[src/rtl/fetch_pkg.sv]
// rtl/fetch_pkg.sv - shared FSM encoding and width helper for the fetch sequencer
package fetch_pkg;

    typedef enum logic [1:0] {
        ST_IDLE  = 2'd0,
        ST_ISSUE = 2'd1,
        ST_DRAIN = 2'd2
    } fetch_state_e;

    // Index width for n items, never narrower than one bit
    function automatic int ch_width(input int n);
        return (n > 1) ? $clog2(n) : 1;
    endfunction

endpackage

[src/rtl/fetch_seq_mc_if.sv]
// rtl/fetch_seq_mc_if.sv - request, BRAM read and return signals of the multi-channel fetch sequencer
interface fetch_seq_mc_if #(
    parameter int NUM_CH     = 4,
    parameter int ADDR_WIDTH = 12
);
    localparam int CH_W = fetch_pkg::ch_width(NUM_CH);

    logic                  start_valid;
    logic [CH_W-1:0]       start_ch;
    logic                  start_ready;
    logic [NUM_CH-1:0]     ptr_clr;
    logic                  stall;
    logic [ADDR_WIDTH-1:0] bram_addr;
    logic                  bram_en;
    logic                  rd_valid;
    logic [CH_W-1:0]       rd_ch;
    logic                  rd_last;
    logic                  fetch_done;
    logic [CH_W-1:0]       done_ch;
    logic                  wrap;

    modport master (
        output start_valid, start_ch, ptr_clr, stall,
        input  start_ready, bram_addr, bram_en, rd_valid, rd_ch, rd_last,
               fetch_done, done_ch, wrap
    );

    modport slave (
        input  start_valid, start_ch, ptr_clr, stall,
        output start_ready, bram_addr, bram_en, rd_valid, rd_ch, rd_last,
               fetch_done, done_ch, wrap
    );
endinterface

[src/rtl/fetch_lat_pipe.sv]
// rtl/fetch_lat_pipe.sv - DEPTH-cycle valid/tag delay line matching a fixed read latency
module fetch_lat_pipe #(
    parameter int DEPTH = 2,
    parameter int TAG_W = 1
) (
    input  logic             clk,
    input  logic             rst_n,
    input  logic             in_valid,
    input  logic [TAG_W-1:0] in_tag,
    output logic             out_valid,
    output logic [TAG_W-1:0] out_tag
);
    logic [DEPTH-1:0] vld;
    logic [TAG_W-1:0] tag [DEPTH];

    always_ff @(posedge clk or negedge rst_n) begin
        if (!rst_n) begin
            vld <= '0;
            for (int i = 0; i < DEPTH; i++) tag[i] <= '0;
        end else begin
            vld[0] <= in_valid;
            tag[0] <= in_tag;
            for (int i = 1; i < DEPTH; i++) begin
                vld[i] <= vld[i-1];
                tag[i] <= tag[i-1];
            end
        end
    end

    assign out_valid = vld[DEPTH-1];
    assign out_tag   = tag[DEPTH-1];
endmodule

[src/rtl/fetch_seq_mc.sv]
// rtl/fetch_seq_mc.sv - per-channel tile fetch generator sharing one BRAM read port
module fetch_seq_mc
    import fetch_pkg::*;
#(
    parameter int NUM_CH      = 4,
    parameter int NUM_FETCHES = 2,
    parameter int NUM_TILES   = 384,
    parameter int CH_STRIDE   = 1024,
    parameter int ADDR_WIDTH  = 12,
    parameter int READ_LAT    = 2
) (
    input  logic          clk,
    input  logic          rst_n,
    fetch_seq_mc_if.slave bus
);
    localparam int CH_W  = ch_width(NUM_CH);
    localparam int PTR_W = ch_width(NUM_TILES);
    localparam int OFF_W = ch_width(NUM_FETCHES);

    fetch_state_e     state, next_state;
    logic [CH_W-1:0]  cur_ch;
    logic [PTR_W-1:0] base_ptr;
    logic [OFF_W-1:0] offset;
    logic [PTR_W-1:0] ptr [NUM_CH];
    logic             accept, issue, issue_last;
    logic [CH_W:0]    rd_tag;

    assign accept     = (state == ST_IDLE) && bus.start_valid && (32'(bus.start_ch) < NUM_CH);
    assign issue      = (state == ST_ISSUE) && !bus.stall;
    assign issue_last = issue && (offset == OFF_W'(NUM_FETCHES - 1));

    always_ff @(posedge clk or negedge rst_n) begin
        if (!rst_n) state <= ST_IDLE;
        else        state <= next_state;
    end

    always_comb begin
        next_state = state;
        case (state)
            ST_IDLE:  if (accept)          next_state = ST_ISSUE;
            ST_ISSUE: if (issue_last)      next_state = ST_DRAIN;
            ST_DRAIN: if (bus.fetch_done)  next_state = ST_IDLE;
            default:                       next_state = ST_IDLE;
        endcase
    end

    // Address uses the pointer captured at accept, so a mid-tile clear cannot move beats
    always_comb begin
        bus.start_ready = (state == ST_IDLE);
        bus.bram_en     = issue;
        bus.bram_addr   = ADDR_WIDTH'(32'(cur_ch) * CH_STRIDE
                                      + 32'(base_ptr) * NUM_FETCHES + 32'(offset));
        bus.wrap        = issue_last && (ptr[cur_ch] == PTR_W'(NUM_TILES - 1))
                          && !bus.ptr_clr[cur_ch];
    end

    always_ff @(posedge clk or negedge rst_n) begin
        if (!rst_n) begin
            cur_ch   <= '0;
            base_ptr <= '0;
            offset   <= '0;
            for (int i = 0; i < NUM_CH; i++) ptr[i] <= '0;
        end else begin
            if (accept) begin
                cur_ch   <= bus.start_ch;
                base_ptr <= ptr[bus.start_ch];
                offset   <= '0;
            end else if (issue) begin
                offset <= issue_last ? '0 : offset + OFF_W'(1);
            end
            // A clear on the same channel beats the advance
            for (int i = 0; i < NUM_CH; i++) begin
                if (bus.ptr_clr[i])
                    ptr[i] <= '0;
                else if (issue_last && (cur_ch == CH_W'(i)))
                    ptr[i] <= (ptr[i] == PTR_W'(NUM_TILES - 1)) ? '0 : ptr[i] + PTR_W'(1);
            end
        end
    end

    fetch_lat_pipe #(
        .DEPTH (READ_LAT),
        .TAG_W (CH_W + 1)
    ) u_lat_pipe (
        .clk       (clk),
        .rst_n     (rst_n),
        .in_valid  (issue),
        .in_tag    ({cur_ch, issue_last}),
        .out_valid (bus.rd_valid),
        .out_tag   (rd_tag)
    );

    assign bus.rd_ch      = rd_tag[CH_W:1];
    assign bus.rd_last    = rd_tag[0];
    assign bus.fetch_done = bus.rd_valid & rd_tag[0];
    assign bus.done_ch    = rd_tag[CH_W:1];

    always_ff @(posedge clk) begin
        if (rst_n) begin
            assert ((longint'(NUM_CH) * CH_STRIDE <= (longint'(1) << ADDR_WIDTH))
                    && (NUM_TILES * NUM_FETCHES <= CH_STRIDE))
                else $error("channel regions do not fit the address space");
            assert (!((state == ST_IDLE) && bus.start_valid) || (32'(bus.start_ch) < NUM_CH))
                else $error("start_ch out of range");
        end
    end
endmodule

[src/flat_wrapper.sv]
// flat-port wrapper written by rule: the top's interface ports become plain ports
module fetch_seq_mc_flat import fetch_pkg::*;
#(
    parameter int NUM_CH      = 4,
    parameter int NUM_FETCHES = 2,
    parameter int NUM_TILES   = 384,
    parameter int CH_STRIDE   = 1024,
    parameter int ADDR_WIDTH  = 12,
    parameter int READ_LAT    = 2
)
  (clk, rst_n, bus_start_valid, bus_start_ch, bus_ptr_clr, bus_stall, bus_start_ready, bus_bram_addr, bus_bram_en, bus_rd_valid, bus_rd_ch, bus_rd_last, bus_fetch_done, bus_done_ch, bus_wrap);
  fetch_seq_mc_if #(.NUM_CH(NUM_CH), .ADDR_WIDTH(ADDR_WIDTH)) bus_i ();
  input  logic clk;
  input  logic rst_n;
  input wire logic [$bits(bus_i.start_valid)-1:0] bus_start_valid;
  input wire logic [$bits(bus_i.start_ch)-1:0] bus_start_ch;
  input wire logic [$bits(bus_i.ptr_clr)-1:0] bus_ptr_clr;
  input wire logic [$bits(bus_i.stall)-1:0] bus_stall;
  output wire logic [$bits(bus_i.start_ready)-1:0] bus_start_ready;
  output wire logic [$bits(bus_i.bram_addr)-1:0] bus_bram_addr;
  output wire logic [$bits(bus_i.bram_en)-1:0] bus_bram_en;
  output wire logic [$bits(bus_i.rd_valid)-1:0] bus_rd_valid;
  output wire logic [$bits(bus_i.rd_ch)-1:0] bus_rd_ch;
  output wire logic [$bits(bus_i.rd_last)-1:0] bus_rd_last;
  output wire logic [$bits(bus_i.fetch_done)-1:0] bus_fetch_done;
  output wire logic [$bits(bus_i.done_ch)-1:0] bus_done_ch;
  output wire logic [$bits(bus_i.wrap)-1:0] bus_wrap;
  assign bus_i.start_valid = bus_start_valid;
  assign bus_i.start_ch = bus_start_ch;
  assign bus_i.ptr_clr = bus_ptr_clr;
  assign bus_i.stall = bus_stall;
  assign bus_start_ready = bus_i.start_ready;
  assign bus_bram_addr = bus_i.bram_addr;
  assign bus_bram_en = bus_i.bram_en;
  assign bus_rd_valid = bus_i.rd_valid;
  assign bus_rd_ch = bus_i.rd_ch;
  assign bus_rd_last = bus_i.rd_last;
  assign bus_fetch_done = bus_i.fetch_done;
  assign bus_done_ch = bus_i.done_ch;
  assign bus_wrap = bus_i.wrap;
  fetch_seq_mc #(.NUM_CH(NUM_CH), .NUM_FETCHES(NUM_FETCHES), .NUM_TILES(NUM_TILES), .CH_STRIDE(CH_STRIDE), .ADDR_WIDTH(ADDR_WIDTH), .READ_LAT(READ_LAT)) u_core (.clk(clk), .rst_n(rst_n), .bus(bus_i));
endmodule
[config.mk]
export PLATFORM = sky130hd
export DESIGN_NAME = fetch_seq_mc_flat
export DESIGN_NICKNAME = d
export VERILOG_FILES = /design/src/rtl/fetch_pkg.sv /design/src/rtl/fetch_seq_mc_if.sv /design/src/rtl/fetch_lat_pipe.sv /design/src/rtl/fetch_seq_mc.sv /design/src/flat_wrapper.sv
export SDC_FILE = /design/constraint.sdc
export NUM_CORES = 1
export LEC_CHECK = 0
export ABC_CLOCK_PERIOD_IN_PS = 2200
export CAP_MARGIN = 10
export CORE_ASPECT_RATIO = 2
export CORE_MARGIN = 2
export CORE_UTILIZATION = 55
export CTS_CLUSTER_SIZE = 25
export DETAILED_ROUTE_END_ITERATION = 16
export GPL_TIMING_DRIVEN = 0
export PLACE_DENSITY = 0.83
export SETUP_SLACK_MARGIN = 0.15
export SLEW_MARGIN = 10
export SYNTH_ARGS = -nofsm -noshare
export SYNTH_HDL_FRONTEND = slang
export SYNTH_SLANG_ARGS = --single-unit
[constraint.sdc]
create_clock -name clk -period 2.2 [get_ports clk]
set_input_delay 0.44 -clock clk [delete_from_list [all_inputs] [get_ports clk]]
set_output_delay 0.44 -clock clk [all_outputs]
set_load 0.01 [all_outputs]
==> results of run 1 <==
==> critical path, cell delays in order (launching register included) <==
cell and delay, ns:
dfrtp_2 0.48, clkbuf_2 0.22, nand4b_1 0.22, a211oi_1 0.28
o21ai_0 0.25, o311ai_4 0.11, buf_2 0.17
==> area by class of cell <==
class / instances / area, um^2
Sequential cell: 58 / 1460
Inverter: 7 / 31.3
Fill cell: 401 / 1700
Multi-Input combinational cell: 196 / 1500
Buffer: 19 / 113
Clock buffer: 12 / 145
Tap cell: 60 / 75.1
Timing Repair Buffer: 33 / 313
Clock inverter: 3 / 40.0
==> logic make-up after synthesis <==
kind of cell	Yosys count	share of synthesized area (%)
DFF	58	47.8
adders and majority gates	4	1.65
xor gates and xnor gates	21	6.05
AOI/OAI and AO/OA	26	5.44
and+or+nand+nor	121	22.3
buffers and inverters	26	4.65
muxes	24	12.1
==> where the power goes <==
group          total, uW  switching [uW]  internal [uW]
combinational        899             438            461
clock                937             394            544
sequential          1310             124           1190
total               3150             955           2200
==> per-layer routing <==
| metal | track usage (%) | vias up | routed length (um) | part of all wire (%) |
|---|---|---|---|---|
| li1 | - | 1102 | - | - |
| met1 | 27.6 | 1172 | 2560 | 34 |
| met2 | 45.8 | 143 | 3900 | 52 |
| met3 | 6.05 | 47 | 469 | 6.3 |
| met4 | 21.9 | 0 | 554 | 7.4 |
| met5 | 0 | - | 0 | 0 |
==> cells in the mapped netlist (3+ instances only) <==
master	count	share of area, %
dfrtp_1	58	48
nor2_1	28	3.5
nand2_1	15	1.9
nand4_1	13	2.7
mux2_2	12	4.4
nor4_1	11	2.3
xnor2_1	11	3.2
xor2_1	10	2.9
mux4_2	9	6.7
a21oi_1	8	1.3
nand3_1	8	1.3
nor3_1	8	1.3
o21ai_0	7	1.2
clkbuf_1	6	0.74
inv_1	6	0.74
or3_1	6	1.2
buf_4	5	1.2
nand4b_1	5	1.4
and2_1	4	0.82
buf_2	4	0.66
ha_1	4	1.6
a211oi_1	3	0.74
mux2i_1	3	0.99
nor2b_1	3	0.62
==> sequential cells by signal, indices dropped and copies added (netlist names) <==
name,count
u_core.ptr,36
u_core.base_ptr,9
u_core.u_lat_pipe.out_tag,3
u_core.u_lat_pipe.tag,3
u_core.cur_ch,2
u_core.state,2
u_core.u_lat_pipe.vld,2
u_core.offset,1
==> path summary, 6_finish.rpt <==
check | from | to | depth (start not counted)
max | u_core.cur_ch[1]$_DFFE_PN0P_ | bus_wrap | 6
min reg2reg | u_core.u_lat_pipe.tag[3]$_DFF_PN0_ | u_core.u_lat_pipe.out_tag[0]$_DFF_PN0_ | 0
max in group asynchronous | rst_n | u_core.state[0]$_DFFE_PN0P_ | 2
max reg2reg | u_core.offset$_DFFE_PN0P_ | u_core.ptr[32]$_DFFE_PN0P_ | 7
min in group clk | u_core.u_lat_pipe.tag[3]$_DFF_PN0_ | u_core.u_lat_pipe.out_tag[0]$_DFF_PN0_ | 0
min | rst_n | u_core.ptr[35]$_DFFE_PN0P_ | 1
==> layout by cell type, fill, tap and decap left out, types with 4 or more instances in the layout <==
master and count:
dfrtp_1 55, nor2_1 28, clkdlybuf4s50_1 20, nand2_1 15, nand4_1 13, mux2_2 12, buf_4 12, nor4_1 11
xnor2_1 11, xor2_1 10, clkbuf_8 10, mux4_2 9, nand3_1 8, a21oi_1 8, o21ai_0 7, nor3_1 7
buf_2 6, inv_1 6, clkbuf_1 6, or3_1 6, nand4b_1 5, and2_1 4, ha_1 4
==> per-stage QoR <==
stage / power, uW / hold slack (ns)
finish: 3150 / 0.0756
detailed placement: 2130 / 0.335
global route: 3300 / 0.0969
global placement: 2090 / 0.333
floorplan: 1760 / 0.144
CTS: 3130 / 0.0750
==> repair_timing <==
item                                    in CTS  in global routing
gates cloned                                 0                  0
gates resized for setup                      9                 10
pin swaps                                    3                  4
setup buffers                                6                  1
endpoints found under the setup margin       2                  2
==> results.toml, run 1 <==
[timing]
finalSetupViolCount = 1
relSlewSlack_pct = 62.5
finalCritPeriodShare_pct = 115
slew_violations = 0
skew_ns = 0.0100
setup_slack_ns = -0.325
rsz0062_at_grt = "yes"
worst_slew_pin_slew_ns = 0.563
fmax_mhz = 396
tns_ns = -0.325
min_period_ns = 2.53
hold_viol = 0

[critical_path]
criticalPathCategory = "flop to output port"
cp-end-kind = "output port"
critical_path_required_ns = 1.76
r2r_slack_ns = 0.37
worstPathMaxFanout = 10
cp-start-kind = "flop"
arrival_ns = 2.09

[clock_network]
clk_pin_slew_ns = 0.07
clock_path_buffers = 2
clkSinkCount = 58
ctsHoldBuffers = 0
insertion_delay_ns = 0.35
cts_root_buf = "clkbuf_8"
cts_buffers = 9
cts_tree = "yes"
cts_htree_levels = 3

[yosys]
synth_area_um2 = 3040
ys_types = 52
ys_ff_latch = 58
synth_ff_type = "dfrtp_1"
yosys_warnings = 0
async_flop_share_pct = 100
synthCells = 280
seq_area_frac_synth_pct = 47.8
synth-edff-count = 0
syn_nets = 294
syn_area_per_cell_um2 = 10.8

[outcome]
violations = "setup timing"
status = "finished with violations"

[cells_and_area]
layout.nets = 338
insertedDiodeCount = 0
final_cell_area_um2 = 3670
drive_gt1_share_pct = 22.0
stdcell_count = 388
utilization_pct = 68.3
area_growth_pct = 20.8

[placement]
postPlaceCellArea_um2 = 3400
dp_cells = 366
dp_hpwl_um = 5520
gp_congestion = 0.883
place_ws_ns = -0.987
portBuffers = 25

[grt]
grt_pass1_wl_um = 12300
grt_max_degree = 37
first_global_vias = 2484
track_usage_pct = 27.0
grt-ovfl-total = 0
antenna_found_initial = 0

[detailed_routing]
wire_per_inst_um = 19.3
avgViaCountPerCell = 6.35
drt-pass1-iter-count = 4
num_vias = 2464
drt-initial-drc-count = 118
ant_nets = 0
wl_um = 7480
drcViolationCount = 0

[die]
io_pins = 32
start_util_pct = 56.5
core-area_um2 = 5370
dieArea_um2 = 6170
die-width_um = 56.6
fp.dieH_um = 109
rows = 38

[power]
power.density_nw_per_um2 = 858
p_leak_uw = 0.00157
peakVddDrop_uv = 729

[worst_hold_path]
hp-class = "primary input to asynchronous set/reset pin"

[flow_run]
cap_violations = 0
Power figures use the tool's default switching activity.
==> run 2: changes to the inputs <==
--- a/config.mk
+++ b/config.mk
@@ -7,2 +7,3 @@
 export LEC_CHECK = 0
+export ABC_AREA = 0
 export ABC_CLOCK_PERIOD_IN_PS = 2200
==> constraint.sdc (replaced) <==
create_clock -name clk -period 2.2 [get_ports clk]
set_input_delay 0.22 -clock clk [delete_from_list [all_inputs] [get_ports clk]]
set_output_delay 0.22 -clock clk [all_outputs]
set_load 0.01 [all_outputs]
==> run 2 against run 1 <==
Compared with the run above:
- the run still ends with setup timing left
- final cell count is 0.26% higher
- total power is 3.3% lower
- largest power group unchanged
- design area is 1.3% lower
- worst hold slack better by 0.16 ns
- critical endpoint unchanged
- highest routed layer unchanged
- non-clock buffer count stayed put
==> results.toml, run 2 (synthesis gave the netlist of run 1 again) <==
[timing]
relSlewSlack_pct = 51.6
min_period_ns = 2.29
hold_viol = 0
slew_violations = 0
fmax_mhz = 437
whs_ns = 0.239
rsz0062_at_grt = "yes"
finalSetupViolCount = 1
worst_slew_pin_slew_ns = 0.726
tns_ns = -0.0890
setup_slack_ns = -0.0890
finalCritPeriodShare_pct = 104
skew_ns = 0.00645

[placement]
portBuffers = 25
gp_congestion = 0.920
dp_hpwl_um = 5380
dp_cells = 365

[detailed_routing]
drcViolationCount = 0
ant_nets = 0
wire_per_inst_um = 19.7
wl_um = 7680
drt-pass1-iter-count = 5
avgViaCountPerCell = 6.59
num_vias = 2562
drt-initial-drc-count = 138

[critical_path]
critical_path_required_ns = 1.98
r2r-end = "u_core.ptr[34]$_DFFE_PN0P_"
critPathMaxStageDelay_ns = 0.52
cp-start-kind = "flop"
crit_start = "u_core.state[1]$_DFFE_PN0P_"
rr_startpoint = "u_core.ptr[29]$_DFFE_PN0P_"
worstPathMaxFanout = 4
criticalPathCategory = "flop to output port"
crit_family = "simple AND/OR/NAND/NOR gates"
cp_num_buf_inv = 3
crit_chain = "nand4bb_1 -> buf_6 -> inv_6 -> nand2_4 -> or4_4 -> o311ai_4 -> buf_2"
r2r_slack_ns = 0.34
arrival_ns = 2.07
cpMaxStageDelayCell = "or4_4"
r2r_cells = 5
cp-end-kind = "output port"

[outcome]
violations = "setup timing"
status = "finished with violations"

[worst_hold_path]
hold-path-endpoint = "u_core.ptr[10]$_DFFE_PN0P_"
hold_start = "bus_ptr_clr[2]"
hold_depth = 2
hp-class = "primary input to flop"

[cells_and_area]
area_growth_pct = 19.3
largest_reg_flops = 36
registers.top_by_ff_count = "u_core.ptr"
drive_gt1_share_pct = 21.0
fill_cells = 419
layout.nets = 338
stdcell_count = 389
most-common-layout-cells = "dfrtp_1 (56), nor2_1 (28), clkdlybuf4s50_1 (23)"
final_common_cell = "dfrtp_1"
insertedDiodeCount = 0
reg_top3 = "u_core.ptr (36), u_core.base_ptr (9)"

[flow_run]
cap_violations = 0

[clock_network]
cts_root_buf = "clkbuf_8"
cts_buffers = 9
clock_path_buffers = 2
clk_pin_slew_ns = 0.06
clkSinkCount = 58
insertion_delay_ns = 0.34
cts_tree = "yes"
cts_htree_levels = 3

[grt]
first_global_vias = 2610
antenna_found_initial = 0
track_usage_pct = 27.6
grt-ovfl-total = 0
grt_pass1_wl_um = 12600
grt_max_degree = 59

[die]
rows = 38
start_util_pct = 56.5
fp.dieH_um = 109
dieArea_um2 = 6170
io_pins = 32
core-area_um2 = 5370
die-width_um = 56.6

[power]
peakVddDrop_uv = 1050
p_leak_uw = 0.00154
power.density_nw_per_um2 = 840
==> run 2: cell types whose count changed in the layout (fill, tap and decap cells not counted), sizes merged <==
cell           change
inv                +1
dlymetal6s2s       -1
dlygate4sd2        -2
clkbuf             +1
bufinv             -1
clkdlybuf4s50      +3
buf                -1
dlygate4sd3        +1
==> run 2: worst max-delay path by stage <==
stage / end / cells after the start
after floorplan: bus_wrap / 6
after global placement: u_core.ptr[2]$_DFFE_PN0P_ / 1
after detailed placement: bus_wrap / 8
after CTS: bus_wrap / 7
after global routing: bus_wrap / 7
final: bus_wrap / 7
==> run 2: per-layer routing <==
metal  global-route usage [%]  routed length, um
met1                     28.8               2600
met2                     46.3               4020
met3                     6.76                487
met4                     21.6                573
met5                        0                  0
==> run 2: final cells by class <==
type                       instances  area [um^2]  share of cell area (%)
inverter                           7         31.3                   0.863
timing repair buffer              33          305                    8.43
clock buffer                      13          149                    4.11
sequential                        58         1450                    40.1
buffer                            19          113                    3.11
tap                               60         75.1                    2.07
clock inverter                     3         15.0                   0.414
multi-input combinational        196         1480                    40.9
==> run 2: timing repair <==
item	CTS	global route
resized for setup	12	3
buffers inserted	7	0
pin swaps	3	1
hold endpoints to repair	58	0
hold buffers	1	0
endpoints found under the setup margin	1	1
==> run 2: report_power, final <==
part | switching (uW) | internal [uW] | total (uW)
Combinational | 449 | 453 | 902
Clock | 401 | 434 | 835
Sequential | 118 | 1190 | 1310
Total | 968 | 2080 | 3050
==> run 2: worst register-to-register path, cell delays in order (launching register included) <==
cell and delay, ns:
dfrtp_1 0.32, clkbuf_1 0.34, nand3_1 0.17, or3_1 0.34, a2111oi_0 0.49, a21o_1 0.13
==> run 2: per-stage QoR <==
stage	utilization, %	total power, uW	setup slack (ns)	area, um^2
after global placement	62.6	2100	-0.851	3360
after floorplan	-	1760	0.277	3040
after CTS	67.4	3040	-0.117	3620
after detailed placement	62.6	2130	-0.631	3360
final	67.4	3050	-0.0890	3620
after global routing	67.4	3170	-0.160	3620
